<file path="src/rtl/piso_serializer.sv">
// Parallel-in/serial-out shifter with a one-word holding buffer, feeding a
// downstream SIPO. Words stream back-to-back with no idle bit between them.
module piso_serializer #(
    parameter int WIDTH     = 8,
    parameter bit MSB_FIRST = 1'b1
) (
    input  logic             clk_i,
    input  logic             rst_ni,
    input  logic [WIDTH-1:0] data_in_i,
    input  logic             load_valid_i,
    output logic             load_ready_o,
    input  logic             shift_en_i,
    output logic             serial_out_o,
    output logic             serial_valid_o,
    output logic             frame_start_o,
    output logic             done_o
);

    localparam int CNT_W = $clog2(WIDTH);
    localparam logic [CNT_W-1:0] LAST_CNT = CNT_W'(WIDTH - 1);

    typedef enum logic [0:0] {
        ST_IDLE  = 1'b0,
        ST_SHIFT = 1'b1
    } state_e;

    function automatic logic head_bit(input logic [WIDTH-1:0] w);
        if (MSB_FIRST) begin
            return w[WIDTH-1];
        end else begin
            return w[0];
        end
    endfunction

    function automatic logic [WIDTH-1:0] advance(input logic [WIDTH-1:0] w);
        if (MSB_FIRST) begin
            return {w[WIDTH-2:0], 1'b0};
        end else begin
            return {1'b0, w[WIDTH-1:1]};
        end
    endfunction

    state_e             state_q, state_d;
    logic [WIDTH-1:0]   hold_q, hold_d;
    logic               hold_valid_q, hold_valid_d;
    logic [WIDTH-1:0]   shift_q, shift_d;
    logic [CNT_W-1:0]   bit_cnt_q, bit_cnt_d;
    logic               load_ready_q;
    logic               serial_out_q;
    logic               serial_valid_q;
    logic               frame_start_q;
    logic               done_q, done_d;
    logic               accept_s;

    assign accept_s = load_valid_i & load_ready_q;

    // Next-state: transfer hold->shift, per-strobe shifting, and word capture.
    always_comb begin
        state_d      = state_q;
        hold_d       = hold_q;
        hold_valid_d = hold_valid_q;
        shift_d      = shift_q;
        bit_cnt_d    = bit_cnt_q;
        done_d       = 1'b0;

        case (state_q)
            ST_IDLE: begin
                if (hold_valid_q) begin
                    shift_d      = hold_q;
                    bit_cnt_d    = '0;
                    hold_valid_d = 1'b0;
                    state_d      = ST_SHIFT;
                end else begin
                    state_d = ST_IDLE;
                end
            end
            ST_SHIFT: begin
                if (shift_en_i) begin
                    if (bit_cnt_q == LAST_CNT) begin
                        done_d = 1'b1;
                        // Reload straight from hold so the next word follows without a gap.
                        if (hold_valid_q) begin
                            shift_d      = hold_q;
                            bit_cnt_d    = '0;
                            hold_valid_d = 1'b0;
                            state_d      = ST_SHIFT;
                        end else begin
                            state_d = ST_IDLE;
                        end
                    end else begin
                        shift_d   = advance(shift_q);
                        bit_cnt_d = bit_cnt_q + CNT_W'(1);
                    end
                end else begin
                    state_d = ST_SHIFT;
                end
            end
            default: begin
                state_d = ST_IDLE;
            end
        endcase

        // load_ready is only high while hold is empty, so capture never races a transfer.
        if (accept_s) begin
            hold_d       = data_in_i;
            hold_valid_d = 1'b1;
        end else begin
            hold_d = hold_d;
        end
    end

    // State and output registers; outputs are derived from next-state values.
    always_ff @(posedge clk_i or negedge rst_ni) begin
        if (!rst_ni) begin
            state_q        <= ST_IDLE;
            hold_q         <= '0;
            hold_valid_q   <= 1'b0;
            shift_q        <= '0;
            bit_cnt_q      <= '0;
            load_ready_q   <= 1'b0;
            serial_out_q   <= 1'b0;
            serial_valid_q <= 1'b0;
            frame_start_q  <= 1'b0;
            done_q         <= 1'b0;
        end else begin
            state_q        <= state_d;
            hold_q         <= hold_d;
            hold_valid_q   <= hold_valid_d;
            shift_q        <= shift_d;
            bit_cnt_q      <= bit_cnt_d;
            load_ready_q   <= ~hold_valid_d;
            serial_out_q   <= (state_d == ST_SHIFT) ? head_bit(shift_d) : 1'b0;
            serial_valid_q <= (state_d == ST_SHIFT);
            frame_start_q  <= (state_d == ST_SHIFT) && (bit_cnt_d == '0);
            done_q         <= done_d;
        end
    end

    assign load_ready_o   = load_ready_q;
    assign serial_out_o   = serial_out_q;
    assign serial_valid_o = serial_valid_q;
    assign frame_start_o  = frame_start_q;
    assign done_o         = done_q;

endmodule

</file>
<file path="config.mk">
export PLATFORM = sky130hd
export DESIGN_NAME = piso_serializer
export DESIGN_NICKNAME = d
export VERILOG_FILES = /design/src/rtl/piso_serializer.sv
export SDC_FILE = /design/constraint.sdc
export NUM_CORES = 1
export LEC_CHECK = 0
export CORE_MARGIN = 1
export CORE_UTILIZATION = 55
export CTS_CLUSTER_DIAMETER = 40
export CTS_CLUSTER_SIZE = 30
export DETAILED_ROUTE_END_ITERATION = 10
export GPL_TIMING_DRIVEN = 0
export PLACE_DENSITY = 0.84
export SLEW_MARGIN = 20
export SYNTH_ARGS = -nofsm -noshare
export SYNTH_HDL_FRONTEND = slang
export SYNTH_SLANG_ARGS = --single-unit
</file>
<file path="constraint.sdc">
create_clock -name clk_i -period 5.3 [get_ports clk_i]
set_clock_uncertainty 0.15 [all_clocks]
set_input_delay 1.06 -clock clk_i [delete_from_list [all_inputs] [get_ports clk_i]]
set_output_delay 1.06 -clock clk_i [all_outputs]
set_load 0.02 [all_outputs]
</file>
==> summary.md, run 1 <==
| Metric | Value |
|---|---|
| Synth warn | 0 |
| Top cell type's share of synthesized area | 0.583 |
| Final number of hold-violating endpoints | 0 |
| Die area | 0.00213 mm² |
| Maximum fanout along the worst path | 6 |
| GP Congestion | between 0.7 and 0.8 |
| DRT antenna net count | 0 |
| Number of cells produced by synthesis | just under 90 |
| Layout cells sized above 1 | 0.185 |
| DRT Pass-1 Iters | 4 |
| Tmin final | between 2 and 3 ns |
| Total core area | 0.00178 mm² |
| Die Span X | 46.2 µm |
| Starting Density | 0.601 |
| Sequential share of the synthesized area | 0.583 |
| Row count | 15 |
| Drt first-iter violations | 18 |
| Most used cell along the critical path | nand2_1 |
| Total Power | a little over 600 µW |
| Post-synthesis register bit count | 25 |
| CP required | 5.42 ns |
| Synth async-reset ratio | 1.00 |
| Status | finished, final reports clean |
| Actual slew at the worst max-slew pin | about 0.75 ns |
| Fmax achieved | 395 MHz |
| Critical Path AT | 2.65 ns |
| Clk slew on worst S/H paths | 0.13 ns |
| Avg Cell Area, Syn | 12.2 µm² |
| Worst-Skew Late Latency | 0.32 ns |
| DRT Wirelength | 1.94 mm |
| Largest net degree at the start of global routing | 26 |
| Post-synth EDFFs | 0 |
| Post-cts resize count | 0 |
| Cell breakdown of the critical path | clkdlybuf4s50_1 -> nand2_1 -> a21boi_0 -> a22oi_1 -> nand2_1 |
| Area contributors post-synth | dfrtp_1 (58%), mux2_2 (8.4%), nand2_1 (6.3%) |
| Area Overhead vs Synth | 19.8% |
| Pre-CTS setup slack | around 2.5 ns |
| DR DRC count | 0 |
| Via/cell ratio | between 5 and 6 |
| CTS root buf | clkbuf_4 |
| Nets | 124 |
| Slowest CP cell | a21boi_0 |
| CTS Buf Count | 3 |
| CTS sink cnt | 25 |
| Post-synth top cells | dfrtp_1 (25), nand2_1 (18), mux2_2 (8), a22oi_1 (6) |
| Port bufs | 16 |
| Vias | 743 |
| Final Cycle Share | 0.478 |
| Die Ht | 46.2 µm |
| Ys flop type | dfrtp_1 |
| CP endpoint kind | flop |
| H-tree lvl count | 1 |
| Ant. Diodes | 0 |
| Antenna violations before repair | 0 |
| Syn Nets | 103 |
| Clock Path Buffers | 2 |
| Worst hold path type | reg2reg |
| Setup_tns | 0 ns |
| Worst slew margin | 0.494 |
| Final setup violation count | 0 |
| Leak | ~0.60 nW |
| Setup CP Type | in2reg |
| Fin cells | 133 |
| Cts hold-fix bufs | 0 |
| Top-count cell post-synth | dfrtp_1 |
| VDD IR max | 0.298 mV |
| Slew Viols, Final | 0 |
| Detailed Place HPWL | approximately 1.4 mm |
| RSZ-0062 raised after global routing | no |
| CTS tree | done |
| First-pass GRT wire length | about 3.2 mm |
| Final worst slack | 2.77 ns |
| Gr ovfl total | 0 |
| Vias in the first global route | 711 |
| Power Density | 473 mW/mm² |
| Critical Path Start Type | input pin |
| Distinct cells, synth | 25 |
| GRT Overall Usage | 0.218 |
| Worst path max stage delay | 0.62 ns |
| Area of the mapped netlist | 0.00107 mm² |
| Synth area leader | dfrtp_1 |
| WL/cell | 14.6 µm |
| Maxcap violations | 0 |
| I/O pin cnt | 17 |
| Dpl cells | 129 |
| Postcts setup bufs | 0 |
power by group:
part	internal [mW]	switching, mW	total [mW]
Clock	0.0296	0.0555	0.0850
Combinational	0.108	0.0989	0.207
Sequential	0.271	0.0455	0.317
sequential cells by signal, indices dropped and copies added, names as in the netlist:
register and count:
hold_q 8, shift_q 8, bit_cnt_q 3, done_o 1, frame_start_o 1, hold_valid_q 1, load_ready_o 1, serial_out_o 1
serial_valid_o 1
per-layer routing:
| layer | share of wire | GRT usage | routed length (µm) | up-vias |
|---|---|---|---|---|
| li1 | - | - | - | 344 |
| met1 | 0.43 | 0.260 | 840 | 369 |
| met2 | 0.50 | 0.363 | 972 | 25 |
| met3 | 0.046 | 0.0431 | 89 | 5 |
| met4 | 0.021 | 0.124 | 40 | 0 |
| met5 | 0 | 0 | 0 | - |
cell type report:
type / instances / area (µm²)
tap: 25 / 31.3
inverter: 2 / 7.51
timing repair buffer: 16 / 155
sequential: 25 / 626
multi-input combinational: 59 / 424
fill: 134 / 498
buffer: 2 / 15.0
clock buffer: 4 / 26.3
critical path, delay by kind of cell:
family                 cells  cell delay [ns]
buffers and inverters      1             0.60
and+or+nand+nor            2             0.23
AOI/OAI and AO/OA          2             0.76
path summary, 6_finish.rpt:
path                                   startpoint                      to  slack [ns]  cells after the start
min in group asynchronous                  rst_ni  bit_cnt_q[2]$_DFF_PN0_        0.54                      1
hold reg to reg            shift_q[4]$_DFFE_PN0P_  shift_q[5]$_DFFE_PN0P_        0.34                      2
setup / recovery                       shift_en_i  shift_q[2]$_DFFE_PN0P_        2.77                      5
setup reg to reg           bit_cnt_q[0]$_DFF_PN0_  shift_q[2]$_DFFE_PN0P_        3.29                      6
hold / removal             shift_q[4]$_DFFE_PN0P_  shift_q[5]$_DFFE_PN0P_        0.34                      2
max in group asynchronous                  rst_ni  bit_cnt_q[1]$_DFF_PN0_        4.11                      1
kinds of logic (layout without fill, tap and decap cells):
kind of cell,count (synthesis),after routing,synth area share
simple gates,31,31,0.146
flops,25,25,0.583
compound gates,15,15,0.107
mux,10,10,0.107
buf+inv,4,24,0.0210
fa+ha+maj,3,3,0.0350
layout by cell type, fill, tap and decap left out:
master           netlist  layout
dfrtp_1               25      25
nand2_1               18      18
clkdlybuf4s50_1        0      15
mux2_2                 8       8
a22oi_1                6       6
nor2_1                 3       3
a22o_1                 3       3
a21oi_1                3       3
ha_1                   3       3
clkbuf_4               0       3
buf_4                  2       2
inv_1                  2       2
nor2b_1                1       1
nand2b_4               1       1
o21ai_1                1       1
nor2_2                 1       1
and2b_1                1       1
o21ai_4                1       1
mux2_4                 1       1
nor4_2                 1       1
nand3_1                1       1
nand3b_1               1       1
mux2i_1                1       1
and2_1                 1       1
and3_2                 1       1
a21boi_0               1       1
nor3_1                 1       1
clkbuf_1               0       1
buf_2                  0       1
through the flow:
step	cell area (µm²)	util	hold slack, ns
final	1280	0.721	0.344
after global placement	1260	0.709	0.300
after CTS	1290	0.724	0.342
after floorplan	1070	-	0.289
after global routing	1280	0.721	0.374
after detailed placement	1260	0.709	0.311
Power figures use the tool's default switching activity.
==> run 2: changes to the inputs <==
Settings changed: CORE_ASPECT_RATIO set to 1.75, CORE_UTILIZATION 55 to 46, PLACE_DENSITY 0.84 to 0.75.
Clock period 5.3 ns to 2.3 ns, I/O delays scaled along.
==> run 2 against run 1 <==
Routed wire length is 9.1% lower. Sequential power up 130%. Via count decreased by 1.9%. Non-clock buffer count up 1.
==> summary.md, run 2 (same netlist as run 1, synthesis figures left out) <==
| Metric | Value |
|---|---|
| Area Overhead vs Synth | 20.8% (was 19.8%) |
| Die Ht | 65.9 µm (was 46.2 µm) |
| Fillers | 179 (was 134) |
| Die Span X | 38.5 µm (was 46.2 µm) |
| GP Congestion | 0.729 (was 0.783) |
| Worst hold path type | reg2reg (unchanged) |
| RR Startpoint | bit_cnt_q[0]$_DFF_PN0_ (unchanged) |
| Layout cells sized above 1 | 0.193 (was 0.185) |
| Fin cells | 133 (unchanged) |
| Row count | 22 (was 15) |
| R2R Path End | shift_q[5]$_DFFE_PN0P_ (was shift_q[2]$_DFFE_PN0P_) |
| DRT antenna net count | 0 (unchanged) |
| Port bufs | 16 (unchanged) |
| CP required | 2.42 ns (was 5.42 ns) |
| Largest net degree at the start of global routing | 26 (unchanged) |
| Setup slack, reg-to-reg | 0.26 ns (was 3.29 ns) |
| VDD IR max | 0.575 mV (was 0.298 mV) |
| Critical Path Start Type | flop (was input pin) |
| Final number of hold-violating endpoints | 0 (unchanged) |
| CTS tree | done (unchanged) |
| Most common cell after layout, fill and taps aside | dfrtp_1 (unchanged) |
| Detailed Place HPWL | 1.29 mm (was 1.45 mm) |
| Worst-Skew Late Latency | 0.33 ns (was 0.32 ns) |
| WL/cell | 13.3 µm (was 14.6 µm) |
| DR DRC count | 0 (unchanged) |
| Leak | 0.607 nW (was 0.600 nW) |
| Actual slew at the worst max-slew pin | 0.741 ns (was 0.752 ns) |
| Vias in the first global route | 750 (was 711) |
| RSZ-0062 raised after global routing | no (unchanged) |
| Maximum fanout along the worst path | 6 (unchanged) |
| Dpl cells | 128 (was 129) |
| GRT Overall Usage | 0.178 (was 0.218) |
| Nets | 125 (was 124) |
| Drt first-iter violations | 21 (was 18) |
| Setup_tns | 0 ns (unchanged) |
| Tmin final | between 2 and 2.5 ns |
| CTS Buf Count | 3 (unchanged) |
| Final Util | 0.603 (was 0.721) |
| HP Start | shift_q[3]$_DFFE_PN0P_ (was shift_q[4]$_DFFE_PN0P_) |
| Antenna violations before repair | 0 (unchanged) |
| DRT Wirelength | 1.77 mm (was 1.94 mm) |
| Worst Hold Depth | 2 (unchanged) |
| Vias | 729 (was 743) |
| Hold Path Sink | shift_q[4]$_DFFE_PN0P_ (was shift_q[5]$_DFFE_PN0P_) |
| Most frequent cells in the layout | dfrtp_1 (25), nand2_1 (18), clkdlybuf4s50_1 (15) (unchanged) |
| Critical Path AT | 2.16 ns (was 2.65 ns) |
| Ant. Diodes | 0 (unchanged) |
| Postcts setup bufs | 0 (unchanged) |
| Maxcap violations | 0 (unchanged) |
| Power Density | 1060 mW/mm² (was 473 mW/mm²) |
| First-pass GRT wire length | 3.17 mm (was 3.15 mm) |
| Clock Path Buffers | 2 (unchanged) |
| CP endpoint kind | flop (unchanged) |
| Slew Viols, Final | 0 (unchanged) |
| Final setup violation count | 0 (unchanged) |
| Setup CP Type | reg2reg (was in2reg) |
| CTS root buf | clkbuf_4 (unchanged) |
| Status | finished, final reports clean (unchanged) |
| DRT Pass-1 Iters | 4 (unchanged) |
| Final Cycle Share | 0.888 |
| Total core area | 0.00215 mm² (was 0.00178 mm²) |
| Worst slew margin | 0.501 (was 0.494) |
| I/O pin cnt | 17 (unchanged) |
| Fmax achieved | about 500 MHz |
| H-tree lvl count | 1 (unchanged) |
| Largest registers | hold_q (8), shift_q (8), bit_cnt_q (3) (unchanged) |
| Via/cell ratio | 5.48 (was 5.59) |
| Worst R2R Path Depth | 6 (unchanged) |
| CTS sink cnt | 25 (unchanged) |
| Post-cts resize count | 0 (unchanged) |
| Clk slew on worst S/H paths | 0.13 ns (about the same) |
| Starting Density | 0.499 (was 0.601) |
| Die area | 0.00254 mm² (was 0.00213 mm²) |
| Gr ovfl total | 0 (unchanged) |
[run 2: changes by cell type in the layout (fill, tap and decap cells not counted), sizes merged]
cell	delta
clkinv	+1
clkbuf	-1
dlygate4sd3	+1
[run 2: per-layer routing]
| layer | track usage | wire [µm] | up-vias |
|---|---|---|---|
| li1 | - | - | 345 |
| met1 | 0.208 | 721 | 361 |
| met2 | 0.285 | 927 | 18 |
| met3 | 0.0202 | 52 | 5 |
| met4 | 0.129 | 65 | 0 |
| met5 | 0 | 0 | - |
[run 2: layout make-up]
cell class	count	area, µm²	share of cell area
flip-flops and latches	25	626	0.483
multi-input cells	59	424	0.328
repair buffers	17	165	0.128
well taps	24	30.0	0.0232
clock buffers	3	22.5	0.0174
plain buffers	2	15.0	0.0116
inverters	2	7.51	0.00580
clock inverters	1	5.00	0.00386
[run 2: worst max path at each step]
| stage | startpoint | end | slack [ns] | cells past startpoint |
|---|---|---|---|---|
| 4_1_cts | bit_cnt_q[0]$_DFF_PN0_ | shift_q[5]$_DFFE_PN0P_ | 0.28 | 6 |
| 5_1_grt | bit_cnt_q[0]$_DFF_PN0_ | shift_q[3]$_DFFE_PN0P_ | 0.06 | 6 |
| 3_5_place_dp | shift_en_i | shift_q[5]$_DFFE_PN0P_ | 0.07 | 5 |
| 2_1_floorplan | bit_cnt_q[0]$_DFF_PN0_ | frame_start_o$_DFF_PN0_ | 0.45 | 6 |
| 3_3_place_gp | shift_en_i | shift_q[2]$_DFFE_PN0P_ | 0.11 | 5 |
| 6_report | bit_cnt_q[0]$_DFF_PN0_ | shift_q[5]$_DFFE_PN0P_ | 0.26 | 6 |
[run 2: power breakdown]
part           switching (mW)  internal [mW]
clock network           0.130         0.0654
registers              0.0945          0.624
logic                   0.216          0.247
[run 2: metrics by stage]
step | cell area (µm²) | hold slack, ns | power, mW | worst slack (ns)
floorplan | 1070 | 0.0144 | 1.04 | 0.453
global placement | 1260 | 0.304 | 1.17 | 0.114
detailed placement | 1260 | 0.305 | 1.20 | 0.0740
CTS | 1290 | 0.336 | 1.39 | 0.276
global route | 1290 | 0.370 | 1.48 | 0.0645
finish | 1290 | 0.341 | 1.38 | 0.257
[run 2: repair_timing]
action | 4_1_cts | 5_1_grt
endpoints found under the setup margin | 0 | 0
hold buffers | 0 | 1
hold endpoints to repair | 0 | 25
[run 2: critical path, stage by stage (launching register included)]
cell and delay [ns]:
dfrtp_1 0.41, ha_1 0.19, ha_1 0.26, nand2_1 0.10, a21boi_0 0.61, a22oi_1 0.15
nand2_1 0.12
